### src/rtl/noc_input_unit.sv
// Per-port router input stage: flit FIFO, XY routing of head flits, and one
// crossbar request per cycle that is held for the routed packet.
module noc_input_unit #(
  parameter int FLIT_W  = 34,
  parameter int DEPTH   = 4,
  parameter int COORD_W = 4,
  parameter int X_ID    = 0,
  parameter int Y_ID    = 0,
  parameter int PORT_N  = 5,
  parameter int PORT_W  = 3
) (
  input  logic              clk_i,
  input  logic              rst_ni,
  input  logic [FLIT_W-1:0] flit_i,
  input  logic              valid_i,
  output logic              ready_o,
  output logic [FLIT_W-1:0] flit_o,
  output logic              req_o,
  output logic [PORT_W-1:0] port_o,
  input  logic [PORT_N-1:0] grt_i,
  output logic              err_o
);

  localparam int IDX_W = $clog2(DEPTH);
  localparam int PTR_W = IDX_W + 1;
  localparam logic [COORD_W-1:0] X_POS = COORD_W'(X_ID);
  localparam logic [COORD_W-1:0] Y_POS = COORD_W'(Y_ID);

  typedef enum logic {
    IDLE,
    ROUTED
  } state_t;

  state_t              state;
  logic [FLIT_W-1:0]   mem [DEPTH];
  logic [PTR_W-1:0]    wr_ptr;
  logic [PTR_W-1:0]    rd_ptr;
  logic [PTR_W-1:0]    count;
  logic                full;
  logic                empty;
  logic                push;
  logic                pop;
  logic                front_head;
  logic                front_last;
  logic [PORT_W-1:0]   port_q;

  // XY dimension-order routing: resolve X first, then Y, else eject locally.
  function automatic logic [PORT_W-1:0] route(input logic [FLIT_W-1:0] f);
    logic [COORD_W-1:0] dx;
    logic [COORD_W-1:0] dy;
    dx = f[COORD_W-1:0];
    dy = f[2*COORD_W-1:COORD_W];
    if (dx > X_POS)      return PORT_W'(2);
    else if (dx < X_POS) return PORT_W'(4);
    else if (dy > Y_POS) return PORT_W'(1);
    else if (dy < Y_POS) return PORT_W'(3);
    else                 return PORT_W'(0);
  endfunction

  assign count      = wr_ptr - rd_ptr;
  assign full       = (count == PTR_W'(DEPTH));
  assign empty      = (count == '0);
  assign ready_o    = !full;
  assign push       = valid_i && ready_o;
  assign flit_o     = mem[rd_ptr[IDX_W-1:0]];
  assign front_head = flit_o[FLIT_W-2];
  assign front_last = flit_o[FLIT_W-1];
  assign port_o     = port_q;

  // In IDLE a non-head flit at the front is an orphan and is discarded.
  always_comb begin
    pop   = 1'b0;
    req_o = 1'b0;
    case (state)
      IDLE: begin
        pop = !empty && !front_head;
      end
      ROUTED: begin
        req_o = !empty;
        pop   = !empty && grt_i[port_q];
      end
      default: begin
        pop   = 1'b0;
        req_o = 1'b0;
      end
    endcase
  end

  always_ff @(posedge clk_i) begin
    if (push) begin
      mem[wr_ptr[IDX_W-1:0]] <= flit_i;
    end
  end

  always_ff @(posedge clk_i or negedge rst_ni) begin
    if (!rst_ni) begin
      wr_ptr <= '0;
      rd_ptr <= '0;
      state  <= IDLE;
      port_q <= '0;
      err_o  <= 1'b0;
    end else begin
      if (push) wr_ptr <= wr_ptr + 1'b1;
      if (pop)  rd_ptr <= rd_ptr + 1'b1;
      err_o <= 1'b0;
      case (state)
        IDLE: begin
          if (!empty) begin
            if (front_head) begin
              port_q <= route(flit_o);
              state  <= ROUTED;
            end else begin
              err_o <= 1'b1;
            end
          end
        end
        ROUTED: begin
          if (pop && front_last) begin
            state <= IDLE;
          end
        end
        default: state <= IDLE;
      endcase
    end
  end

endmodule
### config.mk
export PLATFORM = sky130hd
export DESIGN_NAME = noc_input_unit
export DESIGN_NICKNAME = d
export VERILOG_FILES = /design/src/rtl/noc_input_unit.sv
export SDC_FILE = /design/constraint.sdc
export NUM_CORES = 1
export LEC_CHECK = 0
export ABC_AREA = 1
export CAP_MARGIN = 15
export CORE_UTILIZATION = 50
export DETAILED_ROUTE_END_ITERATION = 10
export DONT_BUFFER_PORTS = 1
export PLACE_DENSITY = 0.66
export SETUP_SLACK_MARGIN = 0.2
export SYNTH_ARGS = -nofsm -noshare
export SYNTH_HDL_FRONTEND = slang
export SYNTH_SLANG_ARGS = --single-unit
### constraint.sdc
create_clock -name clk_i -period 5 [get_ports clk_i]
set_input_delay 1 -clock clk_i [delete_from_list [all_inputs] [get_ports clk_i]]
set_output_delay 1 -clock clk_i [all_outputs]
set_load 0.05 [all_outputs]
==> results of run 1 <==
[synthesized netlist by cell type]
| cell | count |
|---|---|
| sky130_fd_sc_hd__a21oi_1 | 1 |
| sky130_fd_sc_hd__buf_2 | 10 |
| sky130_fd_sc_hd__buf_4 | 6 |
| sky130_fd_sc_hd__buf_6 | 4 |
| sky130_fd_sc_hd__clkbuf_1 | 2 |
| sky130_fd_sc_hd__clkbuf_2 | 1 |
| sky130_fd_sc_hd__conb_1 | 1 |
| sky130_fd_sc_hd__dfrtp_1 | 10 |
| sky130_fd_sc_hd__edfxtp_1 | 136 |
| sky130_fd_sc_hd__ha_1 | 7 |
| sky130_fd_sc_hd__inv_1 | 29 |
| sky130_fd_sc_hd__inv_2 | 1 |
| sky130_fd_sc_hd__inv_4 | 1 |
| sky130_fd_sc_hd__inv_6 | 1 |
| sky130_fd_sc_hd__nand2_1 | 82 |
| sky130_fd_sc_hd__nand2_2 | 4 |
| sky130_fd_sc_hd__nand3_1 | 23 |
| sky130_fd_sc_hd__nand3_2 | 2 |
| sky130_fd_sc_hd__nand3b_1 | 2 |
| sky130_fd_sc_hd__nor2_1 | 57 |
| sky130_fd_sc_hd__nor2_2 | 1 |
| sky130_fd_sc_hd__o21ai_0 | 46 |
| sky130_fd_sc_hd__o21ai_1 | 7 |
| sky130_fd_sc_hd__o21ai_2 | 1 |
| sky130_fd_sc_hd__o22ai_1 | 24 |
| sky130_fd_sc_hd__xnor2_1 | 2 |
| sky130_fd_sc_hd__xor2_1 | 1 |
[cells in the final DEF, fill, tap and decap left out, types with 2 or more instances in the layout]
| master | count |
|---|---|
| sky130_fd_sc_hd__clkbuf_16 | 17 |
| sky130_fd_sc_hd__ha_1 | 7 |
| sky130_fd_sc_hd__nand3_2 | 2 |
| sky130_fd_sc_hd__bufinv_16 | 5 |
| sky130_fd_sc_hd__buf_4 | 10 |
| sky130_fd_sc_hd__nand2_1 | 82 |
| sky130_fd_sc_hd__o21ai_0 | 46 |
| sky130_fd_sc_hd__clkinv_2 | 3 |
| sky130_fd_sc_hd__dfrtp_1 | 9 |
| sky130_fd_sc_hd__o22ai_1 | 24 |
| sky130_fd_sc_hd__nand2_2 | 4 |
| sky130_fd_sc_hd__o21ai_1 | 7 |
| sky130_fd_sc_hd__nor2_4 | 4 |
| sky130_fd_sc_hd__nand3b_1 | 2 |
| sky130_fd_sc_hd__nand3_1 | 23 |
| sky130_fd_sc_hd__edfxtp_1 | 136 |
| sky130_fd_sc_hd__clkinv_1 | 5 |
| sky130_fd_sc_hd__nor2_1 | 53 |
| sky130_fd_sc_hd__inv_1 | 29 |
| sky130_fd_sc_hd__xnor2_1 | 2 |
[worst min-delay path by stage]
stage           start        end  slack (ns)
4_1_cts        rst_ni  rd_ptr[0]        0.25
6_report       rst_ni  rd_ptr[0]        0.28
2_1_floorplan   state      err_o        0.47
5_1_grt        rst_ni  port_o[0]        0.26
3_5_place_dp    state      err_o        0.52
3_3_place_gp    state      err_o        0.50
[registers in the layout, summed over array words and instances, names as in the netlist]
register and cells:
rd_ptr 3, mem 136, err_o 1, wr_ptr 3, port_o 2, state 1
[worst max-delay path, stage by stage, from the launching register on]
cell and delay [ns]:
sky130_fd_sc_hd__dfrtp_2 0.38, sky130_fd_sc_hd__buf_4 0.59, sky130_fd_sc_hd__o21ai_0 0.23, sky130_fd_sc_hd__o22ai_1 0.89
[area by class of cell]
| class | instances | area (µm²) |
|---|---|---|
| Clock buffer | 18 | 429 |
| Clock inverter | 14 | 193 |
| Fill cell | 927 | 4800 |
| Inverter | 32 | 128 |
| Multi-Input combinational cell | 261 | 1280 |
| Sequential cell | 146 | 4340 |
| Tap cell | 143 | 179 |
| Timing Repair Buffer | 10 | 75.1 |
[metal layers]
layer  up-vias  routed length [µm]  global-route usage [%]
met5         -                   0                       0
met1      1643                4490                    21.8
met3        16                 687                    6.88
met2        89                5330                    31.9
met4         0                 208                    9.21
li1       1631                   -                       -
[stage by stage]
step / setup slack, ns / cell area [µm²] / hold WS, ns
5_1_grt: 1.35 / 6620 / 0.257
6_report: 1.45 / 6620 / 0.277
3_5_place_dp: 1.90 / 6000 / 0.518
2_1_floorplan: 1.34 / 5860 / 0.473
4_1_cts: 1.48 / 6620 / 0.251
3_3_place_gp: 1.96 / 6000 / 0.500
[logic make-up (layout without fill, tap and decap cells)]
kind of cell             Yosys count  in the layout
flip-flops                       146            146
other                              1              1
XOR/XNOR                           3              3
AO/OA/AOI/OAI                     79             79
AND/OR/NAND/NOR                  171            171
adder cells (fa/ha/maj)            7              7
buffers and inverters             55             74
==> out/metrics.sh, run 1 <==
CP-STARTPOINT='rd_ptr[0]'
YS_SEQ_ELEMENTS=146
NUMBER_OF_HOLD_BUFFERS_ADDED_AFTER_CTS=0
SETUP_REPAIR_AFTER_GLOBAL_ROUTING_MISSED_ITS_MARGIN='false'
DRIVE_GT1_SHARE_PCT=10.8
RUN_STATUS='finished, final reports clean'
CRITPATHMAXFANOUT=71
DRC=0
WORST-SETUP-PATH-TYPE='flip-flop to output pin'
R2R_SLACK_NS=1.92
AVGSYNTHCELLAREA_UM2=12.7
FINALNETCOUNT=517
DRTANTENNAVIOLNETS=0
TIMING.REG2REG.WORST_PATH_DEPTH=11
FINAL_CORE_UTILIZATION_PCT=58.0
WIDTH_OF_THE_DIE_UM=110
POST-PLACE-CELLS=592
LAYOUT-AREA-OVERHEAD-VS-SYNTH_PCT=12.9
SYNTH_COMPOUND_AREA_SHARE_PCT=7.32
FINAL.SETUP_SKEW_NS=0.00624
WORSTPATHARRIVAL_NS=2.55
CTS_BUFFERS=17
DRTITER0DRC=166
REPORT.FINAL.HOLD_VIOL_COUNT=0
GRT_ANTENNA_BEFORE_REPAIR=0
PIN_COUNT=82
POST_SYNTH_INSTANCE_AREA_MM2=0.00586
NETLIST_TOP_CELLS_AREA='sky130_fd_sc_hd__edfxtp_1 (70%), sky130_fd_sc_hd__nand2_1 (5.2%), sky130_fd_sc_hd__dfrtp_1 (4.3%)'
SYNTH_SEQ_AREA_SHARE_PCT=73.9
WL_UM=10700
ANTENNA-DIODE-COUNT=0
CTSRESIZECOUNT=0
TIMING_WORST_SLEW_PIN_VALUE_NS=1.16
CLK_PIN_SLEW_NS=0.06
WORSTREG2REGSTART='rd_ptr[0]'
DR.PASS1.ITERS=6
SYNTHDISTINCTLIBCELLS=27
POST_DRT_VIA_CELL_RATIO=5.42
START_KIND='flip-flop'
SYNTHADDERAREAFRAC_PCT=1.49
CLOCK-SINKS=146
MIN-DELAY-PATH-CLASS='primary input to asynchronous set/reset pin'
H-TREE-DEPTH=4
GLOBAL_ROUTE_WIRE_LENGTH_BEFORE_REPAIR_UM=16300
SLEW_VIOL_FINAL=0
PLACEMENT.IO_BUFFERS=0
SETUP.WORST_PATH.END_CLASS='output pin'
PLACE_CONGESTION=0.690
YOSYS.AREA.TOP_TYPE_SHARE_PCT=69.6
SYN_NETS=511
COUNT_OF_BUFFERS_ADDED_BY_POST_CTS_TIMING_REPAIR_FOR_SETUP=0
GRT_START_MAX_NET_PINS=72
SYNTH.LARGEST_AREA_CELL='sky130_fd_sc_hd__edfxtp_1'
FP.COREAREA_MM2=0.0114
SETUP-TNS-FINAL_NS=0
POSTSYNTHCELLCOUNT=462
REQUIRED_NS=4.00
DIE_AREA_MM2=0.0122
GRT_USAGE_PCT=19.1
R2R-END='mem[0][31]'
SYNTH.AREA.MUX_SHARE_PCT=0
SYNTH_SIMPLE_GATE_AREA_SHARE_PCT=12.0
CLOCK_TREE.ROOT_CELL='sky130_fd_sc_hd__clkbuf_16'
DETAIL_ROUTE.WL_PER_CELL_UM=17.2
CRITPATHCAPTURE='flit_o[12]'
VIAS_IN_THE_FIRST_GLOBAL_ROUTE=3201
ROW_COUNT=39
GRT_OVERFLOW=0
VIA_COUNT=3379
FINALSETUPVIOLATIONS=0
YOSYSWARNINGCOUNT=0
SYNTH_TOP_FAMILY_BY_AREA='simple AND/OR/NAND/NOR gates'
TIMING.FINAL.CRIT_SHARE_PCT=71.0
MAX_BUFFERS_ROOT_TO_SINK=2
DRV.MAX_CAP_VIOLATION_COUNT=0
LAYOUT_MIN_CYCLE_TIME_NS=3.55
MAX-SLEW-MARGIN-REL_PCT=23.7
POST_SYNTH_XOR_AREA_FRACTION_PCT=0.448
FINALNONFILLERCELLS=624
ACHIEVABLE-FREQUENCY_GHz=0.282
INSERTION_DELAY_NS=0.42
DIEHEIGHT_UM=110
HPWL_UM=5700
CTS_TREE='done'
START_UTIL_PCT=51.4
Power of run 1 is left out: the tool's default activity adds up to more than one toggle a clock period on the data nets, which glitch-free logic cannot reach.
==> run 2: changes to the inputs <==
clock period = 3.7 ns   (was 5 ns; I/O delays follow)
==> run 2 against run 1 <==
Effect of this change:
- clock-buffer cell count unchanged
- first-iteration DRC count up 50%
- non-clock buffer count rose by 21
- design area up 2.6%
- setup slack worse by 0.98 ns
- core utilization up 1.5 points
- cell count up 3.4%
- global-route usage up 0.24 points
- sequential cell count unchanged
- critical path depth stayed put
- critical path type unchanged
- largest cell class unchanged
==> out/metrics.sh, run 2 (synthesis gave the netlist of run 1 again) <==
WL_UM=11000  # +2.3%
FINAL.SETUP_SKEW_NS=0.00950  # +0.00325 ns
H-TREE-DEPTH=4  # unchanged
CLOCK_TREE.ROOT_CELL='sky130_fd_sc_hd__clkbuf_16'
MOST_USED_CELLS_IN_THE_LAYOUT_EXCLUDING_FILL_AND_TAP_CELLS='sky130_fd_sc_hd__edfxtp_1 (136), sky130_fd_sc_hd__nand2_1 (82), sky130_fd_sc_hd__nor2_1 (53)'
CTS_TREE='done'
FINAL-SEQ-AREA_MM2=0.00434  # unchanged
N_FILL_CELL=881  # -5.0%
VIA_COUNT=3451  # +2.1%
MOST_FREQUENT_STANDARD_CELL_IN_THE_LAYOUT_EXCLUDING_FILL_AND_TAP_CELLS='sky130_fd_sc_hd__edfxtp_1'
RUN_STATUS='finished, final reports clean'
FINALSETUPVIOLATIONS=0  # unchanged
START_KIND='flip-flop'
GRT_OVERFLOW=0  # unchanged
MIN-DELAY-PATH-CLASS='primary input to flip-flop'
TIMING.FINAL.CRIT_SHARE_PCT=87.3
LARGEST_REG_FLOPS=136  # unchanged
POST_DRT_VIA_CELL_RATIO=5.35  # -1.2%
CTS_BUFFERS=17  # unchanged
ANTENNA-DIODE-COUNT=0  # unchanged
GRT_START_MAX_NET_PINS=70  # -2.8%
FP.COREAREA_MM2=0.0114  # unchanged
DETAIL_ROUTE.WL_PER_CELL_UM=17.0  # -1.0%
START_UTIL_PCT=51.4  # unchanged
GRT_USAGE_PCT=19.3  # +0.24 points
CTSRESIZECOUNT=0  # unchanged
PLACE_CONGESTION=0.705  # +2.1%
VIAS_IN_THE_FIRST_GLOBAL_ROUTE=3346  # +4.5%
DRIVE_GT1_SHARE_PCT=14.5  # +3.7 points
DIEHEIGHT_UM=110  # unchanged
WORSTPATHARRIVAL_NS=2.49  # -0.06 ns
R2R_SLACK_NS=0.76  # -1.16 ns
REPORT.FINAL.HOLD_VIOL_COUNT=0  # unchanged
MAX_BUFFERS_ROOT_TO_SINK=2  # unchanged
CLK_PIN_SLEW_NS=0.06  # about the same
DR.PASS1.ITERS=4  # -2
ROW_COUNT=39  # unchanged
HPWL_UM=6070  # +6.6%
SLEW_VIOL_FINAL=0  # unchanged
MAX-SLEW-MARGIN-REL_PCT=53.5  # +30 points
GLOBAL_ROUTE_WIRE_LENGTH_BEFORE_REPAIR_UM=16600  # +1.6%
PLACEMENT.IO_BUFFERS=0  # unchanged
DRC=0  # unchanged
TIMING_WORST_SLEW_PIN_VALUE_NS=0.697  # -0.464 ns
LAYOUT_MIN_CYCLE_TIME_NS=3.23
INSERTION_DELAY_NS=0.41  # about the same
SETUP-TNS-FINAL_NS=0  # unchanged
ACHIEVABLE-FREQUENCY_GHz=0.309
GRT_ANTENNA_BEFORE_REPAIR=0  # unchanged
WORST-SETUP-PATH-TYPE='flip-flop to output pin'
REQUIRED_NS=2.96  # -1.04 ns
AREA_OCCUPIED_BY_MULTI_INPUT_GATES_MM2=0.00128  # unchanged
LAYOUT-AREA-OVERHEAD-VS-SYNTH_PCT=15.8
SETUP_REPAIR_AFTER_GLOBAL_ROUTING_MISSED_ITS_MARGIN='false'
FINALNETCOUNT=538  # +4.1%
DRV.MAX_CAP_VIOLATION_COUNT=0  # unchanged
DRTITER0DRC=249  # +50%
WIDTH_OF_THE_DIE_UM=110  # unchanged
DIE_AREA_MM2=0.0122  # unchanged
CLOCK-SINKS=146  # unchanged
DRTANTENNAVIOLNETS=0  # unchanged
SETUP.WORST_PATH.END_CLASS='output pin'
CRITPATHMAXFANOUT=42  # -41%
PIN_COUNT=82  # unchanged
run 2: cell count changes in the layout (fill, tap and decap cells not counted), sizes merged:
cell and change:
buf +20, dlygate4sd3 +1, clkinv -1, clkinvlp +1
run 2: per-layer routing:
layer | vias up | share of wire [%] | track usage [%]
met4 | 0 | 1.0 | 9.96
li1 | 1670 | - | -
met3 | 11 | 6.6 | 7.70
met1 | 1677 | 42 | 22.7
met2 | 93 | 50 | 30.8
met5 | - | 0 | 0
run 2: critical path, cell delays in order (launching register included):
cell                      delay (ns)
sky130_fd_sc_hd__dfrtp_2        0.75
sky130_fd_sc_hd__buf_4          0.49
sky130_fd_sc_hd__o21ai_0        0.21
sky130_fd_sc_hd__o21ai_2        0.58
run 2: final timing paths:
check / start / to / cells after the start
min in group asynchronous: rst_ni / wr_ptr[1] / 1
max: rd_ptr[0] / flit_o[33] / 3
min: flit_i[19] / mem[1][19] / 0
max reg2reg: rd_ptr[0] / mem[2][30] / 10
min reg2reg: state / err_o / 1
max in group asynchronous: rst_ni / rd_ptr[0] / 1
run 2: repair_timing:
item	4_1_cts	5_1_grt
endpoints found under the hold margin	0	10
setup buffers	0	0
hold buffers	0	1
run 2: area by class of cell:
class | count | area share (%)
sequential | 146 | 63.8
multi-input combinational | 261 | 18.8
clock buffer | 18 | 6.32
timing repair buffer | 31 | 3.65
clock inverter | 14 | 2.84
tap | 143 | 2.63
inverter | 32 | 1.88
run 2: per-stage QoR:
stage | hold slack (ns) | worst slack [ns] | utilization, % | instance area [µm²] | cells
floorplan | 0.444 | 0.0405 | - | 5860 | 462
global placement | 0.445 | 0.796 | 53.9 | 6160 | 612
detailed placement | 0.445 | 0.755 | 53.9 | 6160 | 612
CTS | 0.000705 | 0.493 | 59.4 | 6780 | 644
global route | 0.394 | 0.358 | 59.5 | 6790 | 645
finish | 0.420 | 0.469 | 59.5 | 6790 | 645
Power of run 2 is left out for the same reason.
